### src/rtl/accessory_port.sv
// Accessory-side endpoint of the G-15 PL19/PL20 interface: buffered, strobe-paced
// serial input path and a free-running character deserializer on the output path.
module accessory_port #(
    parameter int unsigned CHAR_BITS  = 5,
    parameter int unsigned FIFO_DEPTH = 8
) (
    input  logic                 CLOCK,
    input  logic                 rst,
    input  logic                 PL19_START_INPUT,
    input  logic                 PL19_STOP_INPUT,
    input  logic                 PL19_SHIFT_CMD_M20,
    output logic                 PL19_INPUT,
    input  logic                 PL20_OUTPUT,
    input  logic                 PL20_OUTPUT_SHIFT,
    input  logic                 in_wr,
    input  logic [CHAR_BITS-1:0] in_char,
    output logic                 in_full,
    output logic                 in_empty,
    output logic                 armed,
    output logic                 out_valid,
    output logic [CHAR_BITS-1:0] out_char,
    input  logic                 out_rd,
    input  logic                 out_sync,
    input  logic                 status_clr,
    output logic                 in_underrun,
    output logic                 in_overflow,
    output logic                 out_overrun
);

    localparam int unsigned PW = $clog2(FIFO_DEPTH);
    localparam int unsigned CW = $clog2(CHAR_BITS + 1);

    typedef enum logic [1:0] {S_IDLE, S_ARMED, S_SHIFT} state_t;

    logic [CHAR_BITS-1:0] fifo_mem [FIFO_DEPTH];
    logic [PW-1:0]        wr_ptr, rd_ptr;
    logic [PW:0]          fifo_cnt, fifo_cnt_n;
    logic                 push, pop, full_now, fifo_has_data, overflow_ev, underrun_ev;

    state_t               state, state_n;
    logic [CHAR_BITS-1:0] in_sh, in_sh_n;
    logic [CW-1:0]        in_cnt, in_cnt_n;

    logic [CHAR_BITS-1:0] ob_sh, ob_sh_n, ob_word;
    logic [CW-1:0]        ob_cnt, ob_cnt_n;
    logic                 ob_done;

    assign full_now      = (fifo_cnt == (PW+1)'(FIFO_DEPTH));
    assign fifo_has_data = (fifo_cnt != '0);

    // Input FSM next state; STOP overrides everything and drops the shifter contents.
    always_comb begin
        state_n     = state;
        in_sh_n     = in_sh;
        in_cnt_n    = in_cnt;
        pop         = 1'b0;
        underrun_ev = 1'b0;
        if (PL19_STOP_INPUT) begin
            state_n  = S_IDLE;
            in_sh_n  = '0;
            in_cnt_n = '0;
        end else begin
            case (state)
                S_IDLE: begin
                    if (PL19_START_INPUT) state_n = S_ARMED;
                end
                S_ARMED: begin
                    underrun_ev = PL19_SHIFT_CMD_M20;
                    if (fifo_has_data) begin
                        pop      = 1'b1;
                        in_sh_n  = fifo_mem[rd_ptr];
                        in_cnt_n = CW'(CHAR_BITS);
                        state_n  = S_SHIFT;
                    end
                end
                S_SHIFT: begin
                    if (PL19_SHIFT_CMD_M20) begin
                        in_sh_n  = in_sh >> 1;
                        in_cnt_n = in_cnt - CW'(1);
                        // Last bit consumed: reload on the same edge so characters abut.
                        if (in_cnt == CW'(1)) begin
                            if (fifo_has_data) begin
                                pop      = 1'b1;
                                in_sh_n  = fifo_mem[rd_ptr];
                                in_cnt_n = CW'(CHAR_BITS);
                            end else begin
                                state_n = S_ARMED;
                            end
                        end
                    end
                end
                default: state_n = S_IDLE;
            endcase
        end
    end

    // A write into a full FIFO is still taken when a pop frees the slot on that edge.
    always_comb begin
        push        = in_wr & (~full_now | pop);
        overflow_ev = in_wr & full_now & ~pop;
        fifo_cnt_n  = fifo_cnt + (PW+1)'(push) - (PW+1)'(pop);
    end

    // Output deserializer: bits arrive LSB first and enter at the MSB.
    always_comb begin
        ob_sh_n  = ob_sh;
        ob_cnt_n = ob_cnt;
        ob_done  = 1'b0;
        ob_word  = ob_sh >> 1;
        ob_word[CHAR_BITS-1] = PL20_OUTPUT;
        if (out_sync) begin
            ob_sh_n  = '0;
            ob_cnt_n = '0;
        end else if (PL20_OUTPUT_SHIFT) begin
            ob_sh_n = ob_word;
            if (ob_cnt == CW'(CHAR_BITS - 1)) begin
                ob_done  = 1'b1;
                ob_cnt_n = '0;
            end else begin
                ob_cnt_n = ob_cnt + CW'(1);
            end
        end
    end

    always_ff @(posedge CLOCK) begin
        if (push) fifo_mem[wr_ptr] <= in_char;
    end

    always_ff @(posedge CLOCK) begin
        if (rst) begin
            wr_ptr      <= '0;
            rd_ptr      <= '0;
            fifo_cnt    <= '0;
            state       <= S_IDLE;
            in_sh       <= '0;
            in_cnt      <= '0;
            ob_sh       <= '0;
            ob_cnt      <= '0;
            PL19_INPUT  <= 1'b0;
            armed       <= 1'b0;
            in_full     <= 1'b0;
            in_empty    <= 1'b1;
            out_valid   <= 1'b0;
            out_char    <= '0;
            in_underrun <= 1'b0;
            in_overflow <= 1'b0;
            out_overrun <= 1'b0;
        end else begin
            wr_ptr     <= wr_ptr + PW'(push);
            rd_ptr     <= rd_ptr + PW'(pop);
            fifo_cnt   <= fifo_cnt_n;
            state      <= state_n;
            in_sh      <= in_sh_n;
            in_cnt     <= in_cnt_n;
            ob_sh      <= ob_sh_n;
            ob_cnt     <= ob_cnt_n;
            PL19_INPUT <= (state_n == S_SHIFT) & in_sh_n[0];
            armed      <= (state_n != S_IDLE);
            in_full    <= (fifo_cnt_n == (PW+1)'(FIFO_DEPTH));
            in_empty   <= (fifo_cnt_n == '0) && (state_n != S_SHIFT);
            if (ob_done && (!out_valid || out_rd)) begin
                out_valid <= 1'b1;
                out_char  <= ob_word;
            end else if (out_rd) begin
                out_valid <= 1'b0;
            end
            in_underrun <= (in_underrun & ~status_clr) | underrun_ev;
            in_overflow <= (in_overflow & ~status_clr) | overflow_ev;
            out_overrun <= (out_overrun & ~status_clr) | (ob_done & out_valid & ~out_rd);
        end
    end

endmodule

### config.mk
export PLATFORM = sky130hd
export DESIGN_NAME = accessory_port
export DESIGN_NICKNAME = d
export VERILOG_FILES = /design/src/rtl/accessory_port.sv
export SDC_FILE = /design/constraint.sdc
export NUM_CORES = 1
export LEC_CHECK = 0
export ABC_AREA = 1
export BUFFER_PORTS_ARGS = -buffer_cell sky130_fd_sc_hd__buf_2
export CORE_MARGIN = 2
export CORE_UTILIZATION = 62
export CTS_BUF_LIST = sky130_fd_sc_hd__clkbuf_8
export DETAILED_ROUTE_END_ITERATION = 10
export GPL_TIMING_DRIVEN = 1
export PLACE_DENSITY = 0.89
export SYNTH_ARGS = -nofsm -noshare
export SYNTH_HDL_FRONTEND = slang
export SYNTH_SLANG_ARGS = --single-unit
### constraint.sdc
create_clock -name CLOCK -period 2.9 [get_ports CLOCK]
set_input_delay 0.58 -clock CLOCK [delete_from_list [all_inputs] [get_ports CLOCK]]
set_output_delay 0.58 -clock CLOCK [all_outputs]
set_load 0.005 [all_outputs]
==> After elaboration in Yosys (flattened, before gate mapping) <==
Memory sizes are Yosys's and may differ from the RTL's. A register that Yosys moved wholly into a read port is not among the register bits.
Cells that the tools add are included.
{ "totals": {"register_bits": 41, "latch_bits": 0, "ramBits": 40, "rom_bits": 0, "elab_cells": 99, "memories": 1} }
{ "memory_table": {"columns": ["memory", "depth", "width", "read_ports", "rd_ports_with_merged_regs", "write_ports", "line_no", "rtl"], "rows": [
  ["fifo_mem", 8, 5, 1, 1, 1, "35", "logic [CHAR_BITS-1:0] fifo_mem [FIFO_DEPTH];"]
]} }
{ "classes": {"n_addsub": 6, "multipliers": 0, "n_div": 0, "n_lt_le_gt_ge": 0, "eq_ne": 10, "shifts": 0, "muxes": 34, "bitwise": 17, "n_reduce_logical": 13} }
{ "ops": {"columns": ["operator", "count"], "rows": [
  ["5-bit two-way mux", 4],
  ["3-bit two-way mux", 6],
  ["1-bit two-way mux", 14],
  ["2-bit two-way mux", 6],
  ["5-bit case mux with 2 select lines", 1],
  ["1-bit AND", 9],
  ["4-bit equality test, second input constant", 2],
  ["3-bit by 1-bit adder with 3-bit output", 2],
  ["2-bit != test, second input constant", 3],
  ["2-bit case mux with 3 select lines", 1],
  ["3-bit case mux with 2 select lines", 1],
  ["2-bit nonzero test", 3],
  ["4-bit by 1-bit adder with 4-bit output", 1],
  ["2-bit equality test, second input constant", 2],
  ["4-bit zero test", 1],
  ["1-bit NOT", 4],
  ["1-bit bitwise OR", 4],
  ["4-bit nonzero test", 1],
  ["2-bit OR reduction", 2],
  ["4-bit by 1-bit subtractor with 4-bit output", 1],
  ["3-bit by 1-bit adder with 3-bit output, second input constant", 1],
  ["3-bit by 1-bit equality test with 1-bit output, second input constant", 1],
  ["3-bit equality test, second input constant", 1],
  ["3-bit AND reduction", 1],
  ["7 further kinds", 8]
]} }

==> Depth between registers and ports, before layout <==
Gate-level depths: netlist of run 1.
{ "depth": {"word_depth": 12, "ltp_mapped": 20, "ltp_nobuf": 20} }

==> Worst setup path after synthesis of run 1 <==
OpenSTA, ideal clock, no wires.
{ "synth_timing": {"path_kind": "reg2reg", "startpoint": "register state[0]", "endpoint": "register in_empty", "setup_time_ps": 60, "arrival_ps": 2376, "t_required_ps": 2840, "path_slack_ps": 464, "stages_incl_launch_ff": 19, "n_path_buf": 0, "cell_sequence": "dfxtp_1 -> inv_1 -> ha_1 -> nand2_2 -> clkinv_4 -> nand3_4 -> nand2_4 -> nand3_4 -> nor2_1 -> inv_2 -> nand2_1 -> ha_1 -> inv_1 -> fa_1 -> xor2_1 -> nand3_1 -> nor2_1 -> nand2_1 -> nand2_1"} }
{ "synth_via": {"elab_chain_cells": 9, "word_cells_on_any_way": 19, "cone_classes": "add/sub: 2; eq/ne: 3; mux: 9; bitwise: 2; reduce/logical: 3"} }
{ "synth_rtl": {"columns": ["item", "line_no", "rtl"], "rows": [
  ["start: declaration", "40", "state_t state, state_n;"],
  ["start signal: assignment", "152", "state <= state_n;"],
  ["2-bit equality test or 2-bit by 1-bit equality test with 1-bit output (tied branches)", "63", "case (state)"],
  ["1-bit case mux with 2 select lines", "63", null],
  ["1-bit two-way mux", "58", "if (PL19_STOP_INPUT) begin"],
  ["1-bit bitwise OR", "99", "push = in_wr & (~full_now | pop);"],
  ["1-bit AND", "99", null],
  ["4-bit by 1-bit adder with 4-bit output", "101", "fifo_cnt_n = fifo_cnt + (PW+1)'(push) - (PW+1)'(pop);"],
  ["4-bit by 1-bit subtractor with 4-bit output", "101", null],
  ["4-bit zero test", "160", "in_empty <= (fifo_cnt_n == '0) && (state_n != S_SHIFT);"],
  ["1-bit logical AND *", "160", null],
  ["end signal: assignment", "160", null],
  ["end: declaration", "18", "output logic in_empty,"]
]} }
Every way passes the cells marked *; elsewhere a longest branch is shown, timed or not.
A chain may end at the register's enable or synchronous reset.

==> Final worst setup path of run 1 <==
{ "layout_timing": {"startpoint": "register state[0]", "endpoint": "register in_full"} }
{ "layout_via": {"elab_chain_cells": 8, "word_cells_on_any_way": 9, "cone_classes": "add/sub: 2; eq/ne: 3; mux: 2; bitwise: 2"} }
{ "layout_rtl": {"columns": ["item", "line_no", "rtl"], "rows": [
  ["2-bit equality test or 2-bit by 1-bit equality test with 1-bit output (tied branches)", "63", null],
  ["1-bit case mux with 2 select lines *", "63", null],
  ["1-bit two-way mux *", "58", null],
  ["1-bit bitwise OR", "99", null],
  ["1-bit AND", "99", null],
  ["4-bit by 1-bit adder with 4-bit output", "101", null],
  ["4-bit by 1-bit subtractor with 4-bit output *", "101", null],
  ["4-bit equality test *", "159", "in_full <= (fifo_cnt_n == (PW+1)'(FIFO_DEPTH));"],
  ["end signal: assignment", "159", null],
  ["end: declaration", "17", "output logic in_full,"]
]} }
Marked as above.

==> flow_metrics.env, run 1 <==
export IMPL_gr_usage_all_layers_pct=25.0
export IMPL_maxSlewHeadroom_pct=74.3
export IMPL_mostFrequentLayoutCell="nand2_1"
export IMPL_syn_to_final_growth_pct=12.1
export IMPL_fp_dieW_um=80.9
export IMPL_cts_sinks=80
export IMPL_final_nets=463
export IMPL_hold_class="flop to flop"
export IMPL_fill_cells=416
export IMPL_syn_area_per_cell_um2=9.40
export IMPL_worst_pin_slew_ps=384
export IMPL_critical_path_slowest_cell="fa_1"
export IMPL_cts_buffers=9
export IMPL_seq_area_frac_synth_pct=54.6
export IMPL_leakage_uw=0.00168
export IMPL_drc=0
export IMPL_antenna_found_initial=0
export IMPL_holdCritStartpoint="ob_sh[1]"
export IMPL_io_pins=29
export IMPL_power_density_nw_per_um2=620
export IMPL_yosysUniqueCellTypes=39
export IMPL_crit_fanout=9
export IMPL_ys_flop_type="edfxtp_1"
export IMPL_fin_crit_sh_pct=97.4
export IMPL_setup_viol=0
export IMPL_synth_edf_count=40
export IMPL_crit_path_start_kind="flop"
export IMPL_vias=2806
export IMPL_whs_endpoint="ob_sh[1]"
export IMPL_cts_buffer_depth=2
export IMPL_ff2ff_setup_slack_ps=70
export IMPL_synth_nets=424
export IMPL_endpoint_kind="flop"
export IMPL_core_area_um2=5820
export IMPL_async_flop_share_pct=0
export IMPL_critPathRequiredTime_ps=3150
export IMPL_wl_per_cell_um=15.0
export IMPL_fin_hold_ws_ps=466
export IMPL_drtPass1Iterations=4
export IMPL_clkTransAtPathRegs_ps=80
export IMPL_root_buffer="clkbuf_8"
export IMPL_via_per_inst=5.51
export IMPL_slew_violations=0
export IMPL_die_h_um=80.9
export IMPL_cts_tree="yes"
export IMPL_first_global_vias=2726
export IMPL_peakVddDrop_mv=0.437
export IMPL_ys_warnings_count=0
export IMPL_wirelength_mm=7.63
export IMPL_skew_ps=8.54
export IMPL_synth_seq_cells=80
export IMPL_met1Wirelength_mm=3.11
export IMPL_slowest_delay_ps=370
export IMPL_highest_layer="met4"
export IMPL_worstPathCellList="inv_2 -> ha_4 -> nand2_2 -> clkinv_4 -> nand3_4 -> nand2_4 -> nand3_4 -> nand3_2 -> nand2_4 -> inv_2 -> nand2_1 -> nand2_1 -> ha_1 -> inv_1 -> fa_1 -> xor2_1 -> nand3_1 -> nor3_1"
export IMPL_rows=28
export IMPL_worstSetupPathType="flop to flop"
export IMPL_netlist_area_um2=3670
export IMPL_rr_worst_depth=18
export IMPL_r2r_end="in_full"
export IMPL_gp_congestion=0.896
export IMPL_clk_latency_ps=360
export IMPL_diodes=0
export IMPL_ant_nets=0
export IMPL_status="complete, no violations"
export IMPL_fp_dieArea_um2=6550
export IMPL_place_hpwl_mm=5.21
export IMPL_cap_violations=0
export IMPL_grt_pass1_wl_mm=12.2
export IMPL_cp_data_arrival_time_ps=3080
export IMPL_drtIter0Drc=173
export IMPL_dr_wl_met3_um=413
export IMPL_start_util_pct=63.1
export IMPL_hold_viol=0
export IMPL_fin_crit_ps=2830
export IMPL_worstReg2RegStart="state[0]"
export IMPL_holdPathStages=2
export IMPL_clock_fmax_mhz=354
export IMPL_htree_levels=3
export IMPL_layout_drive_gt1_share_pct=18.9
export IMPL_most_common_layout_cells="nand2_1 (64), nor2_1 (53), inv_1 (44)"
export IMPL_syn_inst=390
export IMPL_port_buffer_count=28
export IMPL_grt_overflow=0
export IMPL_finalSetupTns_ps=0
export IMPL_grt_max_degree=19
export IMPL_dr_wl_met2_mm=3.84
## registers in the layout, indices dropped and copies added (netlist names)
name         flops
wr_ptr           3
in_overflow      1
out_overrun      1
state            2
out_valid        1
ob_cnt           3
in_cnt           3
fifo_mem        40
fifo_cnt         4
ob_sh            4
in_full          1
PL19_INPUT       1
out_char         5
in_empty         1
rd_ptr           3
in_underrun      1
in_sh            5
armed            1
## stage by stage
step                      cell area (um^2)  total power [uW]  instances  utilization [%]  setup slack, ps
after floorplan                       3670              1610        390                -              464
after global placement                3890              1700        492             66.8              329
after detailed placement              3890              1730        492             66.8              126
after CTS                             4080              2530        508             70.2             63.9
after global routing                  4110              2650        509             70.7            -56.6
final                                 4110              2550        509             70.7             74.2
## report_power, final
| part | switching [uW] | leakage, uW | internal, uW |
|---|---|---|---|
| clock | 418 | 0.0000949 | 398 |
| sequential | 36.9 | 0.000688 | 1260 |
| combinational | 276 | 0.000896 | 166 |
| total | 730 | 0.00168 | 1820 |
## critical path, delay by kind of cell (launching register included)
kind	cells	cell delay, ps
xor+xnor	1	190
fa+ha+maj	3	720
buf+inv	4	330
flops	1	350
simple gates	10	1140
## routing by layer
metal | vias to the layer above | GRT usage [%]
li1 | 1353 | -
met1 | 1323 | 29.7
met3 | 25 | 6.78
met4 | 0 | 12.5
met2 | 105 | 42.0
met5 | - | 0
## area by class of cell
type / count / area [um^2] / area share (%)
Clock buffer: 9 / 124 / 3.01
Tap cell: 75 / 93.8 / 2.28
Timing Repair Buffer: 38 / 215 / 5.23
Inverter: 56 / 218 / 5.29
Multi-Input combinational cell: 244 / 1390 / 33.8
Clock inverter: 7 / 71.3 / 1.73
Sequential cell: 80 / 2000 / 48.7
## cells in the mapped netlist (3+ instances only)
master | number | share of area [%]
inv_2 | 8 | 0.82
o21ai_1 | 10 | 1.4
inv_1 | 46 | 4.7
a21oi_1 | 14 | 1.9
xnor2_1 | 5 | 1.2
ha_1 | 17 | 5.8
edfxtp_1 | 40 | 33
buf_4 | 3 | 0.61
nor3_1 | 11 | 1.5
nor2_1 | 54 | 5.5
o211ai_1 | 4 | 0.82
nand2_4 | 3 | 0.92
o21ai_0 | 14 | 1.9
nand3_1 | 25 | 3.4
clkbuf_1 | 3 | 0.31
dfxtp_1 | 40 | 22
nand2_1 | 64 | 6.6
## worst max-delay path by stage
stage	to	startpoint
2_1_floorplan	in_empty	state[0]
3_3_place_gp	in_empty	state[0]
3_5_place_dp	in_empty	state[0]
4_1_cts	in_full	state[0]
5_1_grt	in_full	state[0]
6_report	in_full	state[0]
## logic make-up after synthesis
group	synth area share [%]
flops	54.6
buf+inv	8.15
fa+ha+maj	6.35
compound gates	7.92
xor+xnor	1.67
simple gates	21.3
## what timing repair did
item	4_1_cts	5_1_grt
setup endpoints to repair	0	2
hold buffers	0	0
buffers inserted	0	1
resized for setup	0	7
Note: power is estimated with default switching activity, not from simulation.
==> run 2: changes to the inputs <==
- MAX_ROUTING_LAYER: not set -> met4
==> run 2 against run 1 <==
  * Non-clock buffer count is the same
  * Setup slack better by 23 ps
  * Clock skew increased by 3.0 ps
  * Critical path type unchanged
  * Largest cell class unchanged
  * Largest power group unchanged
  * Highest routed layer unchanged
==> flow_metrics.env, run 2 (synthesis gave the netlist of run 1 again) <==
export IMPL_power_density_nw_per_um2=620
export IMPL_dp_cells=492
export IMPL_cp_data_arrival_time_ps=3060
export IMPL_final_cells=509
export IMPL_slew_violations=0
export IMPL_drtPass1Iterations=5
export IMPL_pre_cts_ws_ps=126
export IMPL_rows=28
export IMPL_most_common_layout_cells="nand2_1 (64), nor2_1 (53), inv_1 (44)"
export IMPL_gp_congestion=0.911
export IMPL_antenna_found_initial=0
export IMPL_crit_path_start_kind="flop"
export IMPL_htree_levels=3
export IMPL_setup_viol=0
export IMPL_core_area_um2=5820
export IMPL_diodes=0
export IMPL_finalSetupTns_ps=0
export IMPL_slowest_delay_ps=370
export IMPL_worstSetupPathType="flop to flop"
export IMPL_peakVddDrop_mv=0.439
export IMPL_syn_to_final_growth_pct=12.1
export IMPL_via_per_inst=5.50
export IMPL_status="complete, no violations"
export IMPL_clk_latency_ps=360
export IMPL_die_h_um=80.9
export IMPL_timing_final_ws_setup_ps=97.1
export IMPL_grt_overflow=0
export IMPL_vias=2798
export IMPL_grt_pass1_wl_mm=12.3
export IMPL_cts_buffers=9
export IMPL_skew_ps=11.5
export IMPL_worst_pin_slew_ps=377
export IMPL_fin_crit_ps=2800
export IMPL_drtIter0Drc=204
export IMPL_first_global_vias=2723
export IMPL_cts_sinks=80
export IMPL_cts_buffer_depth=2
export IMPL_fp_dieW_um=80.9
export IMPL_critical_path_slowest_cell="fa_1"
export IMPL_clock_fmax_mhz=357
export IMPL_path_buf_inv=4
export IMPL_ant_nets=0
export IMPL_cap_violations=0
export IMPL_clkTransAtPathRegs_ps=80
export IMPL_place_hpwl_mm=5.21
export IMPL_grt_max_degree=19
export IMPL_largest_reg_flops=40
export IMPL_worstPathCellList="inv_2 -> ha_4 -> nand2_2 -> clkinv_4 -> nand3_4 -> nand2_4 -> nand3_4 -> nand3_2 -> nand2_4 -> inv_2 -> nand2_1 -> nand2_1 -> ha_1 -> inv_1 -> fa_1 -> xor2_1 -> nand3_1 -> nor3_1"
export IMPL_gr_usage_all_layers_pct=25.9
export IMPL_mostFrequentLayoutCell="nand2_1"
export IMPL_final_nets=463
export IMPL_hold_viol=0
export IMPL_critPathRequiredTime_ps=3160
export IMPL_fin_crit_sh_pct=96.7
export IMPL_endpoint_kind="flop"
export IMPL_maxSlewHeadroom_pct=74.8
export IMPL_largestRegisters="fifo_mem x40, in_sh x5, out_char x5"
export IMPL_cts_tree="yes"
export IMPL_leakage_uw=0.00168
export IMPL_port_buffer_count=28
export IMPL_fin_hold_ws_ps=466
export IMPL_wirelength_mm=7.64
export IMPL_crit_fanout=9
export IMPL_start_util_pct=63.1
export IMPL_hold_class="flop to flop"
export IMPL_io_pins=29
export IMPL_fp_dieArea_um2=6550
export IMPL_root_buffer="clkbuf_8"
export IMPL_path_delay_family="simple AND/OR/NAND/NOR gates"
export IMPL_wl_per_cell_um=15.0
export IMPL_layout_drive_gt1_share_pct=18.9
export IMPL_drc=0
export IMPL_top_register="fifo_mem"
export IMPL_postCtsHoldBufs=0
## run 2: cell counts in the layout (fill, tap and decap cells not counted)
Identical to the previous run, type by type.
## run 2: tightest hold or removal path, stage by stage, from the launching register on
cell and delay, ps:
dfxtp_1 320, nand2_1 60, a21oi_1 50
## run 2: area by class of cell
cell class                      instances  area (um^2)
Inverter                               56          218
Multi-Input combinational cell        244         1390
Timing Repair Buffer                   38          215
Clock inverter                          7         71.3
Sequential cell                        80         2000
Clock buffer                            9          124
Fill cell                             416         1700
Tap cell                               75         93.8
## run 2: path summary, 6_finish.rpt
| check | startpoint | to | slack [ps] | depth (start not counted) |
|---|---|---|---|---|
| min reg2reg | ob_sh[1] | ob_sh[1] | 470 | 2 |
| min | ob_sh[1] | ob_sh[1] | 470 | 2 |
| max | state[0] | in_full | 100 | 18 |
| max reg2reg | state[0] | in_full | 100 | 18 |
## run 2: metal layers
metal | vias to the layer above | global-route usage, % | routed length [um]
met5 | - | - | 0
met4 | 0 | 12.5 | 245
met3 | 25 | 7.00 | 447
met2 | 97 | 41.6 | 3850
met1 | 1319 | 30.3 | 3100
li1 | 1357 | - | -
## run 2: report_power, final
| group | internal (uW) | total, uW | switching (uW) |
|---|---|---|---|
| clock | 398 | 819 | 421 |
| sequential | 1260 | 1290 | 36.7 |
| combinational | 165 | 439 | 274 |
| total | 1820 | 2550 | 731 |
## run 2: what timing repair did
item | in CTS | in global routing
endpoints found under the setup margin | 0 | 2
gates resized for setup | 0 | 7
setup buffers | 0 | 1
hold endpoints to repair | 0 | 0
## run 2: stage by stage
step | cell area (um^2) | util (%) | total power, uW
global route | 4110 | 70.7 | 2650
global placement | 3890 | 66.8 | 1700
floorplan | 3670 | - | 1610
CTS | 4080 | 70.2 | 2530
detailed placement | 3890 | 66.8 | 1730
finish | 4110 | 70.7 | 2550
